$ cat config.mk
export PLATFORM = sky130hd
export DESIGN_NAME = id_ex_operand_stage
export DESIGN_NICKNAME = d
export VERILOG_FILES = /design/src/rtl/riscv_pkg.sv /design/src/rtl/forward_mux.sv /design/src/rtl/id_ex_operand_stage.sv
export SDC_FILE = /design/constraint.sdc
export NUM_CORES = 1
export LEC_CHECK = 0
export CELL_PAD_IN_SITES_DETAIL_PLACEMENT = 2
export CELL_PAD_IN_SITES_GLOBAL_PLACEMENT = 2
export CORE_MARGIN = 4
export CORE_UTILIZATION = 25
export DETAILED_ROUTE_END_ITERATION = 7
export HOLD_SLACK_MARGIN = 0.15
export PLACE_DENSITY_LB_ADDON = 0.1
export RECOVER_POWER = 100
export SKIP_LAST_GASP = 1
export SLEW_MARGIN = 10
export SYNTH_ARGS = -nofsm -noshare
export SYNTH_HDL_FRONTEND = slang
export SYNTH_HIERARCHICAL = 1
export SYNTH_SLANG_ARGS = --single-unit
export TNS_END_PERCENT = 1
$ cat constraint.sdc
create_clock -name clk -period 5 [get_ports clk]
set_input_delay 1.5 -clock clk [delete_from_list [all_inputs] [get_ports clk]]
set_output_delay 1.5 -clock clk [all_outputs]
set_load 0.05 [all_outputs]
$ cat src/rtl/riscv_pkg.sv
// rtl/riscv_pkg.sv - shared ALU opcodes, forward-select encodings and hazard helper
package riscv_pkg;

    localparam logic [3:0] ALU_AND = 4'b0000;
    localparam logic [3:0] ALU_OR  = 4'b0001;
    localparam logic [3:0] ALU_ADD = 4'b0010;
    localparam logic [3:0] ALU_SUB = 4'b0110;
    localparam logic [3:0] ALU_NOR = 4'b1100;
    localparam logic [3:0] ALU_SLL = 4'b1000;

    localparam logic [1:0] FWD_REG   = 2'b00;
    localparam logic [1:0] FWD_MEMWB = 2'b01;
    localparam logic [1:0] FWD_EXMEM = 2'b10;

    localparam logic [4:0] REG_X0 = 5'd0;

    // x0 is hardwired to zero, so a write to it never produces a forwardable value
    function automatic logic fwd_hit(input logic we, input logic [4:0] rd, input logic [4:0] rs);
        return we && (rd != REG_X0) && (rd == rs);
    endfunction

endpackage

$ cat src/rtl/forward_mux.sv
// rtl/forward_mux.sv - per-operand forwarding compare and 3:1 operand select
module forward_mux
    import riscv_pkg::*;
#(
    parameter int XLEN = 64
) (
    input  logic            valid_i,
    input  logic [4:0]      rs_addr_i,
    input  logic [XLEN-1:0] reg_data_i,
    input  logic [4:0]      exmem_rd_i,
    input  logic            exmem_reg_write_i,
    input  logic [XLEN-1:0] exmem_result_i,
    input  logic [4:0]      memwb_rd_i,
    input  logic            memwb_reg_write_i,
    input  logic [XLEN-1:0] memwb_result_i,
    output logic [1:0]      sel_o,
    output logic [XLEN-1:0] data_o
);

    // EX/MEM holds the younger result, so it is tested first
    always_comb begin
        sel_o = FWD_REG;
        if (valid_i && fwd_hit(exmem_reg_write_i, exmem_rd_i, rs_addr_i)) begin
            sel_o = FWD_EXMEM;
        end else if (valid_i && fwd_hit(memwb_reg_write_i, memwb_rd_i, rs_addr_i)) begin
            sel_o = FWD_MEMWB;
        end
    end

    always_comb begin
        data_o = reg_data_i;
        case (sel_o)
            FWD_EXMEM: data_o = exmem_result_i;
            FWD_MEMWB: data_o = memwb_result_i;
            default:   data_o = reg_data_i;
        endcase
    end

endmodule

$ cat src/rtl/id_ex_operand_stage.sv
// rtl/id_ex_operand_stage.sv - ID/EX stage register with operand forwarding and load-use detect
module id_ex_operand_stage
    import riscv_pkg::*;
#(
    parameter int XLEN = 64
) (
    input  logic            clk,
    input  logic            reset_n,
    input  logic            stall,
    input  logic            flush,
    input  logic            valid_in,
    input  logic [XLEN-1:0] rs1_data,
    input  logic [XLEN-1:0] rs2_data,
    input  logic [XLEN-1:0] imm,
    input  logic [4:0]      rs1_addr,
    input  logic [4:0]      rs2_addr,
    input  logic [4:0]      rd_addr,
    input  logic [3:0]      alu_op_in,
    input  logic            alu_src_in,
    input  logic            reg_write_in,
    input  logic            mem_read_in,
    input  logic            mem_write_in,
    input  logic            mem_to_reg_in,
    input  logic            branch_in,
    input  logic [4:0]      exmem_rd,
    input  logic [4:0]      memwb_rd,
    input  logic            exmem_reg_write,
    input  logic            memwb_reg_write,
    input  logic [XLEN-1:0] exmem_result,
    input  logic [XLEN-1:0] memwb_result,
    output logic [XLEN-1:0] alu_a,
    output logic [XLEN-1:0] alu_b,
    output logic [3:0]      alu_op,
    output logic [XLEN-1:0] store_data,
    output logic [4:0]      rd_out,
    output logic            reg_write,
    output logic            mem_read,
    output logic            mem_write,
    output logic            mem_to_reg,
    output logic            branch,
    output logic            valid_out,
    output logic [1:0]      fwd_a,
    output logic [1:0]      fwd_b,
    output logic            load_use_stall
);

    logic [XLEN-1:0] rs1_data_q, rs1_data_d;
    logic [XLEN-1:0] rs2_data_q, rs2_data_d;
    logic [XLEN-1:0] imm_q, imm_d;
    logic [4:0]      rs1_addr_q, rs1_addr_d;
    logic [4:0]      rs2_addr_q, rs2_addr_d;
    logic [4:0]      rd_q, rd_d;
    logic [3:0]      alu_op_q, alu_op_d;
    logic [6:0]      ctrl_q, ctrl_d;

    logic load_bubble;
    logic load_new;

    // flush beats stall; an empty ID slot loads the same bubble as a flush
    assign load_bubble = flush || (!stall && !valid_in);
    assign load_new    = !flush && !stall && valid_in;

    always_comb begin
        rs1_data_d = rs1_data_q;
        rs2_data_d = rs2_data_q;
        imm_d      = imm_q;
        rs1_addr_d = rs1_addr_q;
        rs2_addr_d = rs2_addr_q;
        rd_d       = rd_q;
        alu_op_d   = alu_op_q;
        ctrl_d     = ctrl_q;
        if (load_bubble) begin
            rs1_data_d = '0;
            rs2_data_d = '0;
            imm_d      = '0;
            rs1_addr_d = REG_X0;
            rs2_addr_d = REG_X0;
            rd_d       = REG_X0;
            alu_op_d   = ALU_AND;
            ctrl_d     = '0;
        end else if (load_new) begin
            rs1_data_d = rs1_data;
            rs2_data_d = rs2_data;
            imm_d      = imm;
            rs1_addr_d = rs1_addr;
            rs2_addr_d = rs2_addr;
            rd_d       = rd_addr;
            alu_op_d   = alu_op_in;
            ctrl_d     = {valid_in, alu_src_in, reg_write_in, mem_read_in,
                          mem_write_in, mem_to_reg_in, branch_in};
        end
    end

    always_ff @(posedge clk or negedge reset_n) begin
        if (!reset_n) begin
            rs1_data_q <= '0;
            rs2_data_q <= '0;
            imm_q      <= '0;
            rs1_addr_q <= REG_X0;
            rs2_addr_q <= REG_X0;
            rd_q       <= REG_X0;
            alu_op_q   <= ALU_AND;
            ctrl_q     <= '0;
        end else begin
            rs1_data_q <= rs1_data_d;
            rs2_data_q <= rs2_data_d;
            imm_q      <= imm_d;
            rs1_addr_q <= rs1_addr_d;
            rs2_addr_q <= rs2_addr_d;
            rd_q       <= rd_d;
            alu_op_q   <= alu_op_d;
            ctrl_q     <= ctrl_d;
        end
    end

    logic alu_src_q;
    assign {valid_out, alu_src_q, reg_write, mem_read, mem_write, mem_to_reg, branch} = ctrl_q;
    assign rd_out = rd_q;
    assign alu_op = alu_op_q;

    forward_mux #(.XLEN(XLEN)) u_fwd_a (
        .valid_i           (valid_out),
        .rs_addr_i         (rs1_addr_q),
        .reg_data_i        (rs1_data_q),
        .exmem_rd_i        (exmem_rd),
        .exmem_reg_write_i (exmem_reg_write),
        .exmem_result_i    (exmem_result),
        .memwb_rd_i        (memwb_rd),
        .memwb_reg_write_i (memwb_reg_write),
        .memwb_result_i    (memwb_result),
        .sel_o             (fwd_a),
        .data_o            (alu_a)
    );

    forward_mux #(.XLEN(XLEN)) u_fwd_b (
        .valid_i           (valid_out),
        .rs_addr_i         (rs2_addr_q),
        .reg_data_i        (rs2_data_q),
        .exmem_rd_i        (exmem_rd),
        .exmem_reg_write_i (exmem_reg_write),
        .exmem_result_i    (exmem_result),
        .memwb_rd_i        (memwb_rd),
        .memwb_reg_write_i (memwb_reg_write),
        .memwb_result_i    (memwb_result),
        .sel_o             (fwd_b),
        .data_o            (store_data)
    );

    assign alu_b = alu_src_q ? imm_q : store_data;

    // a load in EX cannot forward its data until MEM, so a dependent ID instruction must wait
    assign load_use_stall = valid_out && mem_read && (rd_q != REG_X0) && valid_in &&
                            ((rd_q == rs1_addr) || (rd_q == rs2_addr));

endmodule
### After elaboration in Yosys (flattened, before gate mapping)

Cells that the tools add are included.

| operators by class | value |
|---|---|
| muxes and demuxes | 23 |
| equal/unequal tests | 10 |
| reduce and logical (&&, ||, !) cells | 26 |

Operators with widths:

| operator | count |
|---|---|
| $mux 64 | 7 |
| $pmux 64 s2 | 2 |
| $eq 5x5->1 | 6 |
| $mux 5 | 6 |
| $logic_and 1x1->1 | 17 |
| $reduce_bool 5->1 | 3 |
| $mux 7 | 2 |
| $mux 4 | 2 |
| $eq 2x1->1 const B | 2 |
| $eq 2x2->1 const B | 2 |
| $mux 2 | 2 |
| $logic_not 1->1 | 3 |
| $logic_or 1x1->1 | 2 |
| $mux 1 | 2 |
| $reduce_bool 2->1 | 1 |

| word-level totals | value |
|---|---|
| bits in registers | 218 |
| logic and storage cells | 67 |

### Logic depth before layout (Yosys ltp)

| depth | value |
|---|---|
| depth after elaboration | 9 |
| mapped depth | 7 |

### Cells and area by module

The synthesis kept the hierarchy.

By module, submodules not included:

| module | area each (um^2) | cells each | instances | seq. area each (um^2) |
|---|---|---|---|---|
| id_ex_operand_stage | 8513.2 | 575 | 1 | 5455.2 |
| forward_mux | 2177.1 | 348 | 2 | 0.0 |

### Worst setup path before layout

OpenSTA, ideal clock, no wires.

| timing | value |
|---|---|
| path type | input-to-output |
| start | input port exmem_rd[0] |
| end | output port alu_b[20] |
| setup slack | -442 ps |
| data required time | 3500 ps |
| stages on the path | 7 |
| data arrival time | 3942 ps |
| buffers on the path | 2 |
| cell sequence | or4_1 a21oi_1 buf_4 clkbuf_4 nor4_1 a31oi_1 mux2_2 |

| between the ends | value |
|---|---|
| cells in the longest elaborated chain, start to end | 8 |

RTL lines:

| what | line | RTL |
|---|---|---|
| start: declaration | id_ex_operand_stage.sv:25 | `input logic [4:0] exmem_rd,` |
| $reduce_bool 5->1 | riscv_pkg.sv:19 | `return we && (rd != REG_X0) && (rd == rs);` |
| $logic_and 1x1->1 | riscv_pkg.sv:19 |  |
| $logic_and 1x1->1 * | riscv_pkg.sv:19 |  |
| $logic_and 1x1->1 * | forward_mux.sv:23 | `if (valid_i && fwd_hit(exmem_reg_write_i, exmem_rd_i, rs_addr_i)) begin` |
| $mux 2 * | forward_mux.sv:23 |  |
| $eq 2x1->1 or $eq 2x2->1 (tied branches) | forward_mux.sv:32 | `case (sel_o)` |
| $pmux 64 s2 * | forward_mux.sv:32 |  |
| via store_data[20] | id_ex_operand_stage.sv:34 | `output logic [XLEN-1:0] store_data,` |
| $mux 64 * | id_ex_operand_stage.sv:149 | `assign alu_b = alu_src_q ? imm_q : store_data;` |
| end: declaration | id_ex_operand_stage.sv:32 | `output logic [XLEN-1:0] alu_b,` |

Mark *: on every way through the listed nets, which the timed path passes. The rest lies on a longest branch.

### Final worst setup path

| timing | value |
|---|---|
| start | input port exmem_rd[0] |
| end | output port alu_b[17] |

| between the ends | value |
|---|---|
| cells in the longest elaborated chain, start to end | 8 |

RTL lines:

| what | line |
|---|---|
| $reduce_bool 5->1 | riscv_pkg.sv:19 |
| $logic_and 1x1->1 | riscv_pkg.sv:19 |
| $logic_and 1x1->1 * | riscv_pkg.sv:19 |
| $logic_and 1x1->1 * | forward_mux.sv:23 |
| $mux 2 * | forward_mux.sv:23 |
| $eq 2x1->1 or $eq 2x2->1 (tied branches) | forward_mux.sv:32 |
| $pmux 64 s2 * | forward_mux.sv:32 |
| $mux 64 * | id_ex_operand_stage.sv:149 |

Mark *: on every way between the ends. The rest lies on a longest branch, timed or not.

==> summary by stage <==
Floorplan
The I/O pin count is 574. The horizontal extent of the die is 235 um. The number of standard-cell rows in the floorplan is 82.

For this configuration, the core starts out at a cell density of 25.5%. The total core area is 50500 um^2. The floorplan die area is 55200 um^2.

In this run the vertical extent of the chip is 235 um.

Worst hold path
The class of the worst hold path is reg2reg. The worst hold path begins at imm_q[51]$_DFFE_PN0P_. For hold timing, the worst endpoint is imm_q[51]$_DFFE_PN0P_. Along the worst hold path, the cell count comes to 1.

STA
The minimum clock period is 5.47 ns. In this run the tightest slew margin relative to its limit is -51.3%. The hold violation total from the final report came to 0. Setup slack on the critical path of the routed design comes to -0.466 ns. For the final database, setup skew stands at 0 ns.

Static timing analysis puts the maximum clock frequency at 0.183 GHz. Setup repair after global routing could not meet its margin everywhere. Dividing the final minimum period by the clock period gives 109%. The measured slew at the worst slew-check pin is 2.27 ns. The max-slew violation total from the final report is 171. Setup violations remaining at the end of the flow were counted as 196.

Global routing
Entering global routing, the biggest net connects 94 pins. The overall track demand over capacity in global routing is 28.7%. The first global-routing pass estimated 122000 um of wire. The initial antenna violation count is 31. The via count of the first global-routing pass was 16800. Summed over all layers, the global routing overflow is 0.

Critical path
The number of cells traversed by the worst register-to-register path is 1. At the worst endpoint, the arrival time is 3.97 ns. The type of element launching the critical path is an input port.

The kind of end point of the critical path is an output port. Data on the critical path is required at its endpoint by 3.50 ns. The startpoint of the worst register-to-register path is ctrl_q[5]$_DFFE_PN0P_. The worst setup slack for register-to-register paths is 3.51 ns.

The start-to-end type of the worst setup path is in2out. The maximum fanout along the worst path is 64. The worst register-to-register path ends at ctrl_q[5]$_DFFE_PN0P_.

Clock tree
TritonCTS built the clock tree. For this design, the CTS-stage hold fixing added 0 buffers. Clock-pin slew was measured on the worst setup and hold paths at 0.06 ns. The clock root buffer is sky130_fd_sc_hd__clkbuf_16. At the later pin of the worst-skew pair, clock insertion delay measures 0.56 ns. In this run the deepest clock path goes through 3 buffers. The clock sink total is 218. Clock tree synthesis inserted a total of 29 buffers. In this run the number of H-tree levels came out at 1.

Routing
In this run, the number of DRC markers left after iteration 0 of detailed routing was 979. In this run the remaining antenna-violating nets after routing total 0. After detailed routing, the average wire length per cell comes to 31.9 um. The overall routed net length is 83100 um. The number of detailed-route iterations in the first pass is 5. The remaining routing DRC violations is 0. The detail-routed via count per cell is 5.85. The final route contains 15200 vias.

Logic synthesis
The synthesized netlist devotes 29.3% of its cell area to compound gates. Counting flops with a built-in enable in the synthesized netlist gives 0. The number of warnings reported in the yosys synthesis log is 6. The fraction of post-synthesis cell area in the top cell type by area is 42.4%. The gate count of the mapped netlist is 1271. In the synthesized netlist the dominant register cell turns out to be sky130_fd_sc_hd__dfrtp_1. The synthesized netlist devotes 0% of its cell area to adder and majority cells. Summing the sequential cell areas from Yosys gives 42.4% of the chip area. Measured against the total synthesized area, the mux share comes to 5.60%.

By area the synthesized netlist is led by sky130_fd_sc_hd__dfrtp_1 42%, sky130_fd_sc_hd__a22o_1 15%, sky130_fd_sc_hd__o31ai_1 7.5%. The cell type contributing the most total cell area after synthesis is sky130_fd_sc_hd__dfrtp_1. The number of nets handed over by synthesis was 1633. The synthesis-stage register bit count is 218. Summing the areas of all and, or, nand and nor instances in the mapped netlist gives 13.8% of the synthesized area. The most frequently used cell type in the post-synthesis netlist is sky130_fd_sc_hd__dfrtp_1.

After synthesis the cells add up to 12900 um^2. Counting distinct cell types in the post-synthesis netlist gives 33. By count the netlist is led by 218 x sky130_fd_sc_hd__dfrtp_1, 217 x sky130_fd_sc_hd__a22o_1, 130 x sky130_fd_sc_hd__nor4_1. After Yosys synthesis, XOR and XNOR cells account for 1.77% of the synthesized area. The largest family of logic cells by synthesized area is compound AO/OA/AOI/OAI gates.

After synthesis, the share of flip-flops with an asynchronous set or reset is 100%. A synthesized cell averages 10.1 um^2.

Outcome
The final reports fail on capacitance limit, slew limit, setup timing. The flow ran to the end, but the final reports show violations.

Job
The number of maximum-capacitance constraint violations is 3.

Final layout
The finished layout holds 2604 standard cells, fillers aside. The number of nets in the final layout is 2251. The area growth from synthesis to final layout is 87.6%. The number of fillers in the final layout is 5010. The share of final-layout standard cells stronger than drive strength 1 is 31.4%. At the end of the flow the core is filled with cells to 47.8%.

Place
The congestion estimate from routability-driven global placement came to 0.812. Once placement completed, the tool counted placed cells totaling 2528. The pre-CTS worst setup slack is -0.509 ns. The count of buffers added on input and output ports is 573. The detailed placer's ending HPWL is 59600 um.

Power and ir drop
The leakage power of the design is 9.51 nW. The total power per unit cell area is 237 nW/um^2. Across the VDD grid, the largest voltage drop is 0.214 mV.
[placed cells by master, fill, tap and decap left out, types with 3 or more instances in the layout]
cell                                n
sky130_fd_sc_hd__clkdlybuf4s50_1  358
sky130_fd_sc_hd__buf_12           234
sky130_fd_sc_hd__a22o_1           217
sky130_fd_sc_hd__dfrtp_1          217
sky130_fd_sc_hd__buf_4            146
sky130_fd_sc_hd__nand4_1          128
sky130_fd_sc_hd__nor4_1           126
sky130_fd_sc_hd__o31ai_1          124
sky130_fd_sc_hd__a31oi_1           66
sky130_fd_sc_hd__mux2_2            61
sky130_fd_sc_hd__a31oi_2           60
sky130_fd_sc_hd__clkbuf_16         29
sky130_fd_sc_hd__diode_2           22
sky130_fd_sc_hd__clkbuf_1          17
sky130_fd_sc_hd__dlygate4sd3_1     15
sky130_fd_sc_hd__xor2_1            14
sky130_fd_sc_hd__xnor2_1           12
sky130_fd_sc_hd__clkinv_2           7
sky130_fd_sc_hd__clkbuf_2           7
sky130_fd_sc_hd__nor4_2             5
sky130_fd_sc_hd__bufinv_16          4
sky130_fd_sc_hd__or3_4              4
sky130_fd_sc_hd__buf_6              4
sky130_fd_sc_hd__o31ai_2            4
sky130_fd_sc_hd__mux2_4             3
sky130_fd_sc_hd__nand2_1            3
[stage by stage]
step           power, mW  setup TNS [ns]  cell area, um^2  hold slack (ns)
3_5_place_dp        3.56          -74.39            23100            0.489
5_1_grt             5.91          -66.48            24100            0.518
2_1_floorplan       2.53           -6.09            13200            0.467
3_3_place_gp        3.53          -63.65            23100            0.483
6_report            5.71          -57.17            24100            0.500
4_1_cts             5.79          -56.34            24200            0.506
[repair_timing]
action	4_1_cts	5_1_grt
setup buffers	1	0
cloned	1	0
resized for setup	21	5
setup endpoints to repair	196	196
pin swaps	4	0
[power by group]
group / internal [mW] / switching [mW]
registers: 1.83 / 0.0577
clock network: 1.30 / 0.882
logic: 0.772 / 0.873
total: 3.90 / 1.81
[logic make-up after synthesis]
family	count (synthesis)
AO/OA/AOI/OAI	488
XOR/XNOR	26
buffers and inverters	194
flip-flops	218
multiplexers	64
AND/OR/NAND/NOR	281
[worst max-delay path by stage]
| stage | startpoint | slack, ns | endpoint |
|---|---|---|---|
| global route | exmem_rd[0] | -0.46 | alu_b[18] |
| floorplan | exmem_rd[0] | -0.26 | alu_b[61] |
| CTS | exmem_rd[0] | -0.39 | alu_b[54] |
| global placement | memwb_rd[3] | -0.48 | alu_b[23] |
| finish | exmem_rd[0] | -0.47 | alu_b[17] |
| detailed placement | exmem_rd[1] | -0.51 | alu_b[4] |
[layer usage]
metal | vias to the layer above | part of all wire, % | routed length [um] | GRT usage, %
met1 | 7967 | 40 | 33000 | 34.8
met3 | 123 | 7.0 | 5850 | 7.95
met2 | 543 | 51 | 42300 | 50.3
met5 | - | 0.18 | 146 | 0
met4 | 22 | 2.1 | 1740 | 7.18
li1 | 6568 | - | - | -
[layout make-up]
| cell class | instances | area, um^2 | area share [%] |
|---|---|---|---|
| clock buffers | 40 | 787 | 3.26 |
| well taps | 672 | 841 | 3.48 |
| repair buffers | 777 | 9700 | 40.2 |
| diodes | 22 | 55.1 | 0.228 |
| flip-flops and latches | 218 | 5460 | 22.6 |
| inverters | 4 | 15.0 | 0.0622 |
| multi-input cells | 859 | 7120 | 29.5 |
| clock inverters | 12 | 163 | 0.674 |
[worst max-delay path: stages]
cell and delay, ns:
sky130_fd_sc_hd__clkdlybuf4s50_1 0.42, sky130_fd_sc_hd__buf_4 0.17, sky130_fd_sc_hd__xor2_1 0.18, sky130_fd_sc_hd__a211o_2 0.33, sky130_fd_sc_hd__buf_12 0.20, sky130_fd_sc_hd__nor4_1 0.46
sky130_fd_sc_hd__a31oi_2 0.10, sky130_fd_sc_hd__mux2_2 0.31, sky130_fd_sc_hd__buf_12 0.15
[state kept, by name, summed over array words and instances (netlist names)]
name and flops:
imm_q 64, rs1_addr_q 5, ctrl_q 7, rs1_data_q 64, rd_out 5, alu_op 4, rs2_addr_q 5, rs2_data_q 64
Power figures use the tool's default switching activity.
